## config.mk

```make
export PLATFORM = sky130hd
export DESIGN_NAME = alu_operand_sequencer
export DESIGN_NICKNAME = d
export VERILOG_FILES = /design/src/rtl/alu_operand_sequencer.sv
export SDC_FILE = /design/constraint.sdc
export NUM_CORES = 1
export LEC_CHECK = 0
export ABC_AREA = 0
export CAP_MARGIN = 20
export CORE_ASPECT_RATIO = 1.25
export CORE_UTILIZATION = 45
export DETAILED_ROUTE_END_ITERATION = 6
export PLACE_DENSITY = 0.83
export SETUP_SLACK_MARGIN = 0.05
export SYNTH_ARGS = -nofsm -noshare
export SYNTH_HDL_FRONTEND = slang
export SYNTH_SLANG_ARGS = --single-unit
```

## constraint.sdc

```tcl
create_clock -name i_clk -period 3.6 [get_ports i_clk]
set_input_delay 0.36 -clock i_clk [delete_from_list [all_inputs] [get_ports i_clk]]
set_output_delay 0.36 -clock i_clk [all_outputs]
set_load 0.05 [all_outputs]
```

## src/rtl/alu_operand_sequencer.sv

```systemverilog
// alu_operand_sequencer
// Sequences operand A, operand B and the opcode from a shared switch bus into
// a combinational ALU using one load button. It then captures the ALU result
// and offers it downstream on a valid/ready handshake.
// Optional build macro: ALU_OPCODE_CHECK_EN. When defined, an illegal opcode
// is rejected in LOAD_OP and o_op_err is raised.
module alu_operand_sequencer #(
  parameter int NB_OP = 6,
  parameter int NB_AB = 4,
  parameter int NB_SW = 8
) (
  input  logic             i_clk,
  input  logic             i_rst,
  input  logic [NB_SW-1:0] i_sw,
  input  logic             i_load,
  output logic [NB_AB-1:0] o_alu_a,
  output logic [NB_AB-1:0] o_alu_b,
  output logic [NB_OP-1:0] o_alu_op,
  input  logic [NB_AB-1:0] i_alu_result,
  output logic [NB_AB-1:0] o_result,
  output logic             o_result_valid,
  input  logic             i_result_ready,
  output logic [2:0]       o_state,
  output logic             o_op_err
);

  localparam logic [2:0] LOAD_A  = 3'd0;
  localparam logic [2:0] LOAD_B  = 3'd1;
  localparam logic [2:0] LOAD_OP = 3'd2;
  localparam logic [2:0] EXEC    = 3'd3;
  localparam logic [2:0] HOLD    = 3'd4;

  logic [2:0]       r_state;
  logic             r_s1, r_s2, r_s3;
  logic             w_load_pulse;
  logic [NB_AB-1:0] w_sw_ab;
  logic [NB_OP-1:0] w_sw_op;
  logic             w_unused_sw;

  assign w_sw_ab     = i_sw[NB_AB-1:0];
  assign w_sw_op     = i_sw[NB_OP-1:0];
  // Bits above the captured fields are deliberately ignored.
  assign w_unused_sw = ^i_sw;

  // Synchronize the asynchronous button and remember the previous level for edge detection.
  always_ff @(posedge i_clk or posedge i_rst) begin
    if (i_rst) begin
      r_s1 <= 1'b0;
      r_s2 <= 1'b0;
      r_s3 <= 1'b0;
    end else begin
      r_s1 <= i_load;
      r_s2 <= r_s1;
      r_s3 <= r_s2;
    end
  end

  // A single pulse per button press, however long the button is held.
  assign w_load_pulse = r_s2 & ~r_s3;

`ifdef ALU_OPCODE_CHECK_EN
  logic w_op_legal;
  logic r_op_err;

  // Legal opcodes are the eight operations the ALU implements.
  always_comb begin
    w_op_legal = 1'b0;
    case (w_sw_op)
      NB_OP'(6'b100000), NB_OP'(6'b100010), NB_OP'(6'b100100),
      NB_OP'(6'b100101), NB_OP'(6'b100110), NB_OP'(6'b100111),
      NB_OP'(6'b000011), NB_OP'(6'b000010): w_op_legal = 1'b1;
      default:                               w_op_legal = 1'b0;
    endcase
  end

  assign o_op_err = r_op_err;
`else
  assign o_op_err = 1'b0;
`endif

  // Sequencer FSM: load A, B and the opcode, execute for one cycle, then hold the result until it is accepted.
  always_ff @(posedge i_clk or posedge i_rst) begin
    if (i_rst) begin
      r_state        <= LOAD_A;
      o_alu_a        <= '0;
      o_alu_b        <= '0;
      o_alu_op       <= '0;
      o_result       <= '0;
      o_result_valid <= 1'b0;
`ifdef ALU_OPCODE_CHECK_EN
      r_op_err       <= 1'b0;
`endif
    end else begin
      case (r_state)
        LOAD_A: if (w_load_pulse) begin
          o_alu_a <= w_sw_ab;
          r_state <= LOAD_B;
        end
        LOAD_B: if (w_load_pulse) begin
          o_alu_b <= w_sw_ab;
          r_state <= LOAD_OP;
        end
        LOAD_OP: if (w_load_pulse) begin
`ifdef ALU_OPCODE_CHECK_EN
          if (w_op_legal) begin
            o_alu_op <= w_sw_op;
            r_op_err <= 1'b0;
            r_state  <= EXEC;
          end else begin
            r_op_err <= 1'b1;
          end
`else
          o_alu_op <= w_sw_op;
          r_state  <= EXEC;
`endif
        end
        // The ALU inputs have been stable for a full cycle, so its result is settled here.
        EXEC: begin
          o_result       <= i_alu_result;
          o_result_valid <= 1'b1;
          r_state        <= HOLD;
        end
        HOLD: if (i_result_ready) begin
          o_result_valid <= 1'b0;
          r_state        <= LOAD_A;
        end
        default: r_state <= LOAD_A;
      endcase
    end
  end

  assign o_state = r_state;

endmodule

```

# After elaboration in Yosys (flattened, before gate mapping)
# Cells that the tools add are included.
[totals] input_bits=16 reg_bits=25
[classes] n_mux=7 eq_ne=8 bitwise=2 reduce_logical=7
[ops] cell="$pmux W3 S5" count=1
[ops] cell="$mux W3" count=4
[ops] cell="$ne A2 B2 Y1 const B" count=4
[ops] cell="$reduce_and A2 Y1" count=4
[ops] cell="$eq A3 B2 Y1 const B" count=2
[ops] cell="$reduce_and A4 Y1" count=1
[ops] cell="$eq A3 B1 Y1 const B" count=1
[ops] cell="$eq A3 B3 Y1 const B" count=1
[ops] cell="$logic_not A3 Y1" count=1
[ops] cell="$pmux W1 S2" count=1
[ops] cell="$reduce_bool A2 Y1" count=1
[ops] cell="$and A1 B1 Y1" count=1
[ops] cell="$mux W1" count=1
[ops] cell="$not A1 Y1" count=1

# Longest topological paths before layout
[logic_depth] depth_word=4 depth_mapped=4

# Worst setup path after synthesis
# Ideal clock, no wire load.
[synth_path] path_type="reg2reg" startpoint="register r_state[0] (netlist: o_state[0])" endpoint="register o_alu_op[0]" setup_ps=125 setup_slack_ps=1896 arrival_time_ps=1579 stages_incl_launch_ff=5 n_path_buf=1 path_cell_list="dfrtp_1 -> nand2b_1 -> or3_1 -> buf_6 -> mux2_4"
[synth_via] elab_chain_cells=2
[synth_lines] element="start: declaration" line="33" source="logic [2:0] r_state;"
[synth_lines] element="start signal: assignment" line="84" source="r_state <= LOAD_A;"
[synth_lines] element="start signal: assignment" line="97" source="r_state <= LOAD_B;"
[synth_lines] element="start signal: assignment" line="101" source="r_state <= LOAD_OP;"
[synth_lines] element="$eq A3 B2 Y1" line="94" source="case (r_state)"
[synth_lines] element="$reduce_and A2 Y1 (no source line)"
[synth_lines] element="end signal: assignment" line="113" source="o_alu_op <= w_sw_op;"
[synth_lines] element="end: declaration" line="18" source="output logic [NB_OP-1:0] o_alu_op,"
# No other way between the ends.
# A chain may end at the register's enable or synchronous reset.

# Worst setup path in the final report
[layout_path] startpoint="register r_state[2] (netlist: o_state[2])" endpoint="output port o_state[2]"
[layout_lines] element="end: declaration" line="23" source="output logic [2:0] o_state,"
# No word-level cell between the ends.

==> results.md <==
- Crit-path slowest cell: clkdlybuf4s50_1
- Filler cells: 162
- Yosys reg bits: 25
- Pre-antenna DRT Iters: 6
- Cts hold-fix bufs: 0
- Yosys warning count: 0
- GRT overflow: 0
- Synthesized instance count: a little under 70
- WL/cell: 14.2 um
- Violated checks: design-rule violations
- Synth top area share: 62.7%
- Reg clk slew, reported paths: 0.12 ns
- Rel. slew slack: 40.6%
- Post-DP HPWL: about 1400 um
- Count of cell types in the netlist: 17
- Vias per std cell: between 5 and 6
- Die Y: 54.6 um
- FP Rows: 18
- Cts repair resizes: 0
- Number of H-tree levels: 1
- Max-cap violations: 0
- Starting Density: 49.2%
- CTS root buf: clkbuf_4
- DR DRC count: 3
- RePlAce Congestion: 0.727
- Unrepaired setup endpoints after global routing: false
- CTS tree: done
- CP endpoint kind: primary output
- Fmax: 497 MHz
- CP Data Required Time: 3.24 ns
- IO Count: 39
- HP Class: register to register
- GRT Util Overall: 17.3%
- Post-CTS setup buffers: 0
- Final setup vio count: 0
- Largest cells by area after synthesis: dfrtp_1 63%, mux2_2 11%, mux2_4 9.0%
- Final nets: 122
- Tmin final: roughly 2.0 ns
- Die X-Extent: 44.1 um
- Fin Setup TNS: 0 ns
- CTS Buf Count: 3
- Vias in the first global route: 714
- Global-route wire length before repair: 3030 um
- Layout cell share with drive strength beyond 1: roughly a fifth
- Area Overhead vs Synth: 38.4%
- Worst clock skew: 0.00160 ns
- Antenna diodes: 0
- Via count: 641
- Cells along the critical path: clkdlybuf4s50_1
- 1st-iter DRT viols: 15
- PortBufs: 35
- Register area: 626 um2
- Seq/Total Area, Yosys: a little over three fifths
- Area leader, netlist: dfrtp_1
- Worst setup path class: register to primary output
- Worst Path Arrival: approximately 1.7 ns
- Clock sink count: 25
- Cell area after synthesis: 997 um2
- WL final: 1770 um
- Crit-path max cell delay: 0.85 ns
- Full die area: roughly 2400 um2
- Worst-Margin Slew: roughly 0.9 ns
- Clk_lat worst skew: 0.30 ns
- CTS Buffer Depth: 2
- Core Box Area: 2030 um2
- Worst setup SP type: register
- Bufs and invs on worst path: 1
- Pin count of the biggest net entering global routing: 26
- Status: finished, violations left
- Tcrit/Tclk final: 55.9%
- Syn Nets: 84
- Final Hold Violating Endpoints: 0
- Slew Limit Fails: 0
- Delay-heaviest family, CP: buffers and inverters
- Multi-input gate area: 349 um2
- Initial antenna violation count: 0
- Mapped Avg Cell Area: 14.7 um2
- CP Max Fanout: 8
- Final ANT Viol Nets: 0
[synth_stat cells]
master	count
mux2_2	10
mux2_4	6
nand3b_1	2
mux2_1	2
or3_1	1
buf_4	1
nand2b_1	2
conb_1	1
nand2b_4	1
dfrtp_1	25
a21oi_1	3
buf_6	1
nand2_1	4
nor2b_1	2
nor3b_1	2
inv_1	1
nor2_1	4
[through the flow]
step,instances,hold slack (ns),utilization (%),worst slack (ns),instance area (um2)
5_1_grt,125,0.384,68.1,1.51,1380
2_1_floorplan,68,0.331,-,1.90,997
3_3_place_gp,121,0.332,66.8,1.96,1350
4_1_cts,125,0.365,68.1,1.58,1380
6_report,125,0.363,68.1,1.59,1380
3_5_place_dp,121,0.336,66.8,1.95,1350
[state kept, by name, summed over array words and instances, names as in the netlist]
| signal | flops |
|---|---|
| o_alu_op | 6 |
| o_alu_a | 4 |
| o_alu_b | 4 |
| o_result | 4 |
| o_state | 3 |
| o_result_valid | 1 |
| r_s1 | 1 |
| r_s2 | 1 |
| r_s3 | 1 |
[layout make-up]
| cell class | count | area share [%] |
|---|---|---|
| Sequential cell | 25 | 45.3 |
| Timing Repair Buffer | 35 | 25.4 |
| Multi-Input combinational cell | 40 | 25.3 |
| Clock buffer | 4 | 1.90 |
| Tap cell | 20 | 1.81 |
| Inverter | 1 | 0.272 |
[path summary, 6_finish.rpt]
check,from,end,slack (ns),cells past startpoint
worst max-delay path,o_state[2],o_state[2],1.59,1
worst min-delay path,r_s1,r_s2,0.36,0
worst max register to register,o_state[0],o_alu_op[0],2.00,3
worst min register to register,r_s1,r_s2,0.36,0
max in group asynchronous,i_rst,o_state[0],2.53,2
min in group asynchronous,i_rst,o_result[0],0.53,2
[logic make-up (layout without fill, tap and decap cells)]
kind of cell	Yosys count	count (layout)	synth area share, %
other cells	1	1	0.376
mux	18	18	22.6
simple gates	18	18	10.5
flops	25	25	62.7
compound gates	3	3	1.51
buf+inv	3	40	2.26
[cell usage in the layout (no fill, tap or decap), types with 2 or more instances in the layout]
cell              n
clkdlybuf4s50_1  35
dfrtp_1          25
mux2_2           10
mux2_4            6
nand2_1           4
nor2_1            4
a21oi_1           3
clkbuf_4          3
nor3b_1           2
nor2b_1           2
mux2_1            2
nand2b_1          2
nand3b_1          2
[layer usage]
layer  part of all wire, %  wire (um)  vias up  GRT usage (%)
li1                      -          -      300              -
met4                     0          0        0           4.55
met2                    51        911       29           32.1
met3                   6.6        117        0           2.97
met5                     0          0        -              0
met1                    42        741      312           20.5
Power is left out: the tool's default activity adds up to more than one toggle a clock period on the data nets, which glitch-free logic cannot reach.
